`src/rtl/send_cmd_dispatcher.sv`:
```
// Queues PCIe send requests and issues paced per-MAC send commands.
// Slot LSB picks the port; dispatch is strictly in order.
module send_cmd_dispatcher #(
  parameter logic [24:0] BASE_ADDR  = 25'h0000000,
  parameter int          SLOT_SHIFT = 11,
  parameter int          FIFO_DEPTH = 8,
  parameter int          GAP_CYCLES = 64
) (
  input  logic        clk,
  input  logic        reset,
  input  logic [5:0]  pcie_send_control_start_ram_addr,
  input  logic        pcie_send_control_signal,
  input  logic        ddr_ready,
  input  logic        mac_inited,
  output logic [24:0] send_packet_1_control_start_ram_addr,
  output logic        send_packet_1_control_cmd_send,
  output logic [24:0] send_packet_2_control_start_ram_addr,
  output logic        send_packet_2_control_cmd_send,
  output logic [3:0]  pending_count,
  output logic        overflow_err,
  output logic [7:0]  drop_count
);

  localparam int AW = $clog2(FIFO_DEPTH);
  localparam int CW = AW + 1;
  localparam int GW = $clog2(GAP_CYCLES + 1);

  typedef enum logic {IDLE, ISSUE} state_e;

  state_e          state_q, state_d;
  logic            sig_q;
  logic [5:0]      mem_q [FIFO_DEPTH];
  logic [AW-1:0]   rd_q, wr_q;
  logic [CW-1:0]   cnt_q, cnt_d;
  logic [GW-1:0]   gap1_q, gap2_q;
  logic            ovf_q;
  logic [7:0]      drop_q;
  logic [24:0]     addr1_q, addr2_q;
  logic            cmd1_q, cmd2_q;

  logic            push, pop, accept, drop;
  logic            empty, full, gap_free;
  logic [5:0]      head;
  logic [24:0]     head_addr;

  assign push      = pcie_send_control_signal & ~sig_q;
  assign empty     = (cnt_q == '0);
  assign full      = (cnt_q == CW'(FIFO_DEPTH));
  assign head      = mem_q[rd_q];
  assign head_addr = BASE_ADDR + (25'(head) << SLOT_SHIFT);
  assign gap_free  = head[0] ? (gap2_q == '0) : (gap1_q == '0);
  // A full queue still takes a request when the head leaves this cycle
  assign accept    = push & (~full | pop);
  assign drop      = push & full & ~pop;
  assign cnt_d     = cnt_q + CW'(accept) - CW'(pop);

  always_comb begin
    state_d = state_q;
    pop     = 1'b0;
    unique case (state_q)
      IDLE: begin
        if (!empty && ddr_ready && mac_inited && gap_free) begin
          pop     = 1'b1;
          state_d = ISSUE;
        end
      end
      ISSUE:   state_d = IDLE;
      default: state_d = IDLE;
    endcase
  end

  always_ff @(posedge clk) begin
    if (reset) state_q <= IDLE;
    else       state_q <= state_d;
  end

  always_ff @(posedge clk) begin
    if (accept) mem_q[wr_q] <= pcie_send_control_start_ram_addr;
  end

  always_ff @(posedge clk) begin
    if (reset) begin
      sig_q   <= 1'b0;
      rd_q    <= '0;
      wr_q    <= '0;
      cnt_q   <= '0;
      gap1_q  <= '0;
      gap2_q  <= '0;
      ovf_q   <= 1'b0;
      drop_q  <= '0;
      addr1_q <= '0;
      addr2_q <= '0;
      cmd1_q  <= 1'b0;
      cmd2_q  <= 1'b0;
    end else begin
      sig_q  <= pcie_send_control_signal;
      cnt_q  <= cnt_d;
      cmd1_q <= pop & ~head[0];
      cmd2_q <= pop & head[0];
      if (accept) wr_q <= wr_q + 1'b1;
      if (pop)    rd_q <= rd_q + 1'b1;
      if (drop) begin
        ovf_q <= 1'b1;
        if (drop_q != 8'hFF) drop_q <= drop_q + 8'd1;
      end
      if (pop && !head[0]) begin
        addr1_q <= head_addr;
        gap1_q  <= GW'(GAP_CYCLES);
      end else if (gap1_q != '0) begin
        gap1_q  <= gap1_q - 1'b1;
      end
      if (pop && head[0]) begin
        addr2_q <= head_addr;
        gap2_q  <= GW'(GAP_CYCLES);
      end else if (gap2_q != '0) begin
        gap2_q  <= gap2_q - 1'b1;
      end
    end
  end

  assign send_packet_1_control_start_ram_addr = addr1_q;
  assign send_packet_1_control_cmd_send       = cmd1_q;
  assign send_packet_2_control_start_ram_addr = addr2_q;
  assign send_packet_2_control_cmd_send       = cmd2_q;
  assign pending_count                        = 4'(cnt_q);
  assign overflow_err                         = ovf_q;
  assign drop_count                           = drop_q;

endmodule

```
`config.mk`:
```
export PLATFORM = sky130hd
export DESIGN_NAME = send_cmd_dispatcher
export DESIGN_NICKNAME = d
export VERILOG_FILES = /design/src/rtl/send_cmd_dispatcher.sv
export SDC_FILE = /design/constraint.sdc
export NUM_CORES = 1
export LEC_CHECK = 0
export CORE_ASPECT_RATIO = 1.2
export CORE_MARGIN = 3
export CORE_UTILIZATION = 25
export DETAILED_ROUTE_END_ITERATION = 10
export DONT_BUFFER_PORTS = 1
export PLACE_DENSITY_LB_ADDON = 0.08
export SLEW_MARGIN = 20
export SYNTH_ARGS = -nofsm -noshare
export SYNTH_HDL_FRONTEND = slang
export SYNTH_SLANG_ARGS = --single-unit
```
`constraint.sdc`:
```
create_clock -name clk -period 3.1 [get_ports clk]
set_input_delay 0.62 -clock clk [delete_from_list [all_inputs] [get_ports clk]]
set_output_delay 0.62 -clock clk [all_outputs]
set_load 0.01 [all_outputs]
```
### After elaboration in Yosys (flattened, before gate mapping)

Memories as Yosys holds them, arrays and structs flattened. A register that Yosys moved wholly into a read port is not among the register bits.
Cells that the tools add are included.

* $add $sub $neg: 7
* equality and inequality tests: 2
* mux-type cells: 12
* bitwise operators: 12
* reduce and logical (&&, ||, !) cells: 17

Operator list (count)
* $mux 7: 4
* $logic_not 7->1: 2
* $reduce_bool 7->1: 2
* $sub 7x1->7 const B: 2
* $add 8x1->8 const B: 1
* $ne 8x8->1 const B: 1
* $add 3x1->3 const B: 2
* $and 1x1->1: 6
* $mux 3: 2
* $logic_and 1x1->1: 5
* $mux 1: 5
* $not 1->1: 5
* $add 4x1->4: 1
* $eq 4x4->1 const B: 1
* $logic_not 4->1: 1
* $reduce_bool 2->1: 2
* $reduce_or 2->1: 2
* $sub 4x1->4: 1
* $logic_not 1->1: 2
* $pmux 1 s2: 1
* $reduce_and 2->1: 1
* $or 1x1->1: 1

* bits in registers: 49
* memory bits (writable): 48
* input bits: 11
* output and inout bits: 65
* logic and storage cells: 66
* memories: 1

Memories
* mem_q: depth 8, width 6, read ports 1, clocked after Yosys merged registers in 1, write ports 1, line 32 `logic [5:0] mem_q [FIFO_DEPTH];`

### Depth between registers and ports, before layout

Gate-level depths: netlist of the first run.

* word-level depth: 11
* mapped depth: 15
* depth with buffers taken out: 12

### Worst setup path before layout of the first run

Ideal clock, no wire load.

* path type: flip-flop to flip-flop
* from: reg with a tool-made name
* to: reg cnt_q[2], in the netlist pending_count[2]
* library setup time: 0.128 ns
* arrival: 2.790 ns
* required time: 2.972 ns
* setup slack: 0.182 ns
* stages on the path, launching flop included: 13
* buffers on the path: 3
* clock period less this slack: 2.918 ns
* path through: dfxtp_1 -> buf_6 -> mux2i_1 -> mux4_2 -> and3_1 -> buf_2 -> buf_2 -> o21ai_0 -> o31ai_1 -> ha_1 -> fa_1 -> xnor2_1 -> nor2_1

RTL lines
* end signal, assigned: line 97 `cnt_q <= cnt_d;`
* end, declared: line 34 `logic [CW-1:0] cnt_q, cnt_d;`

==> results of run 1 <==
## kinds of logic after synthesis
kind of cell               share of synthesized area [%]
and+or+nand+nor                                     15.2
DFF                                                 54.5
buffers and inverters                               8.77
AOI/OAI and AO/OA                                   5.88
muxes                                               9.51
adders and majority gates                           3.74
xor gates and xnor gates                            2.31
other                                             0.0824
## power groups by stage
| stage | Sequential [mW] | Combinational (mW) | Clock (mW) |
|---|---|---|---|
| detailed placement | 1.69 | 0.899 | 0 |
| floorplan | 1.65 | 0.736 | 0 |
| global placement | 1.69 | 0.899 | 0 |
| global route | 1.68 | 1.02 | 1.32 |
| finish | 1.66 | 0.882 | 1.22 |
| CTS | 1.66 | 0.902 | 1.27 |
## worst max-delay path, stage by stage, from the launching register on
cell	delay, ns
dfxtp_1	0.47
mux2i_1	0.12
mux4_2	0.58
and3_1	0.32
o31ai_2	0.31
o31ai_1	0.10
ha_1	0.22
fa_1	0.38
xnor2_1	0.18
nor2_1	0.06
## registers in the layout (all words and copies together) (netlist names), named ones only
signal / cells
send_packet_2_control_cmd_send: 1
gap1_q: 7
state_q: 1
sig_q: 1
rd_q: 3
send_packet_1_control_start_ram_addr: 6
pending_count: 4
send_packet_1_control_cmd_send: 1
send_packet_2_control_start_ram_addr: 6
drop_count: 8
wr_q: 3
overflow_err: 1
gap2_q: 7
mem_q: 48
## routing by layer
| metal | vias up | global-route usage [%] |
|---|---|---|
| li1 | 1352 | - |
| met1 | 1341 | 13.5 |
| met2 | 58 | 18.5 |
| met3 | 13 | 2.99 |
| met4 | 0 | 4.35 |
| met5 | - | 0 |
## cells in the mapped netlist, types with 7 or more instances
cell type	number
dfxtp_1	52
buf_4	38
nor2_1	50
mux4_2	11
xnor2_1	8
edfxtp_1	48
mux2_2	11
nor2b_1	14
clkbuf_1	7
ha_1	12
nand2_1	9
a21oi_1	12
nor3_1	32
buf_2	7
inv_1	8
nand3_1	14
## through the flow
| step | util [%] | setup slack [ns] |
|---|---|---|
| 4_1_cts | 28.6 | 0.262 |
| 3_3_place_gp | 26.8 | 0.398 |
| 5_1_grt | 28.6 | 0.0516 |
| 6_report | 28.6 | 0.273 |
| 2_1_floorplan | - | 0.182 |
| 3_5_place_dp | 26.8 | 0.277 |
## worst max path at each step
stage,endpoint,slack (ns),cells past startpoint
6_report,pending_count[2]$_SDFF_PP0_,0.27,9
5_1_grt,pending_count[2]$_SDFF_PP0_,0.05,9
4_1_cts,pending_count[2]$_SDFF_PP0_,0.26,9
3_5_place_dp,pending_count[2]$_SDFF_PP0_,0.28,9
3_3_place_gp,pending_count[2]$_SDFF_PP0_,0.40,9
2_1_floorplan,pending_count[2]$_SDFF_PP0_,0.18,12
## final cells by class
class | count | share of cell area, %
sequential | 100 | 49.0
multi-input combinational | 267 | 35.7
tap | 220 | 5.43
clock buffer | 9 | 4.44
timing repair buffer | 20 | 2.96
clock inverter | 7 | 1.92
inverter | 8 | 0.592
==> flow_summary.toml, run 1 <==
[power_and_ir_drop]
seq_power_share_pct = 44.1
switching_share_pct = 31.3
vdd_ir_drop_max_uv = 273
p_per_area_nw_per_um2 = 742
internal-power_mw = 2.58
power_mw = 3.76
clkPwrFrac_pct = 32.5
power_frac_comb_pct = 23.4
p_leak_nw = 1.78
p_switching_mw = 1.18

[clock_tree]
clkTransAtPathRegs_ns = 0.08
hold_buffers = 0
postCtsSetupBuffers = 0
cts_root_buffer = "clkbuf_16"
tritoncts = "built"
clockBufferDepth = 2
cts_max_level = 3
cts_made_buffers = 9
cts-resized-gates = 0
cts_sinks = 100
clock_latency_ns = 0.36

[final_layout]
final_cell_mix = "52 x dfxtp_1, 50 x nor2_1, 48 x edfxtp_1"
multi_input_area_um2 = 1810
final_cells = 631
n_antenna_cell = 0
final_common_cell = "dfxtp_1"
fin_nets = 430
drive_gt1_share_pct = 15.6
syn_to_final_growth_pct = 11.4
regArea_um2 = 2480
final_area_um2 = 5070
num-fill-cells = 1832

[critical_path]
end_kind = "flip-flop"
crit_fanout = 7
worstPathRequired_ns = 3.35
cp-start-kind = "flip-flop"
r2r_cells = 9
r2r-end = "pending_count[2]$_SDFF_PP0_"
rrSetupSlack_ns = 0.27
timing_worst_setup_path_type = "reg -> reg"
worstPathArrival_ns = 3.08

[timing]
finalHoldViolCount = 0
layout_min_cycle_time_ns = 2.83
max_freq_mhz = 354
rsz0062_at_grt = "false"
slew_headroom_pct = 49.3
setup_tns_ns = 0
finalCritPeriodShare_pct = 91.2
skew_ns = 0.0115
setup_violations = 0
finalMaxSlewViolations = 0
worstMarginPinSlew_ns = 0.760
holdWs_ns = 0.338

[hold_path]
min_from = "reset"
holdPathEnd = "send_packet_1_control_cmd_send$_SDFF_PP0_"
min_path_cells = 1
hp-class = "in -> reg"

[logic_synthesis]
synth_area_um2 = 4550
synth-edff-count = 48
synthArstFlopShare_pct = 0
yosys_most_used_dff = "dfxtp_1"
yosys-top-cells-area = "edfxtp_1 32%, dfxtp_1 23%, buf_4 6.3%, mux4_2 5.4%, nor2_1 4.1%"
syn_inst = 394
syn_avg_cell_area_um2 = 11.6
synth.largest_area_cell = "edfxtp_1"
ys_types = 50
synth_top_area_share_pct = 31.7
ys_warn_count = 0
synth_seq_area_share_pct = 54.5
ys_ff_latch = 100

[global_routing]
grt_max_degree = 62
antenna_found_initial = 0
grt_pass1_wl_mm = 16.8
grt_usage_pct = 11.1
grt_pass1_vias = 2861
grt_overflow = 0

[die]
dieHeight_um = 154
floorplan.initialDensity_pct = 25.7
die_w_um = 129
num_rows = 53
top_level_ports = 76
die_area_um2 = 19900
fp.coreArea_um2 = 17700

[route]
drc = 0
routed_wl_mm = 10.3
wire_per_inst_um = 16.4
wl_met3_um = 515
route.vias.total = 2764
drtAntennaViolNets = 0
top_layer_used = "met4"
vias_per_cell = 4.38
dr.pass1.iters = 4
wl_met2_mm = 5.22
first_iter_violations = 96
wl_met1_mm = 4.44

[place]
place_area_um2 = 4750
dp_cells = 615
place_congestion = 0.746
dp_hpwl_mm = 7.21
port_buffers = 0

[run_status]
status = "finished, final reports clean"

[flow_run]
drv_cap = 0
Power figures use the tool's default switching activity.
==> run 2: changes to the inputs <==
Settings changed: CTS_CLUSTER_DIAMETER from default to 80.
==> results of run 2 <==
Same layout as run 1: the final DEF is identical, and so are final timing and power.
==> run 3: changes to the inputs <==
Settings changed: CTS_CLUSTER_SIZE from default to 14.
==> results of run 3 <==
Same layout as run 1: the final DEF is identical, and so are final timing and power.
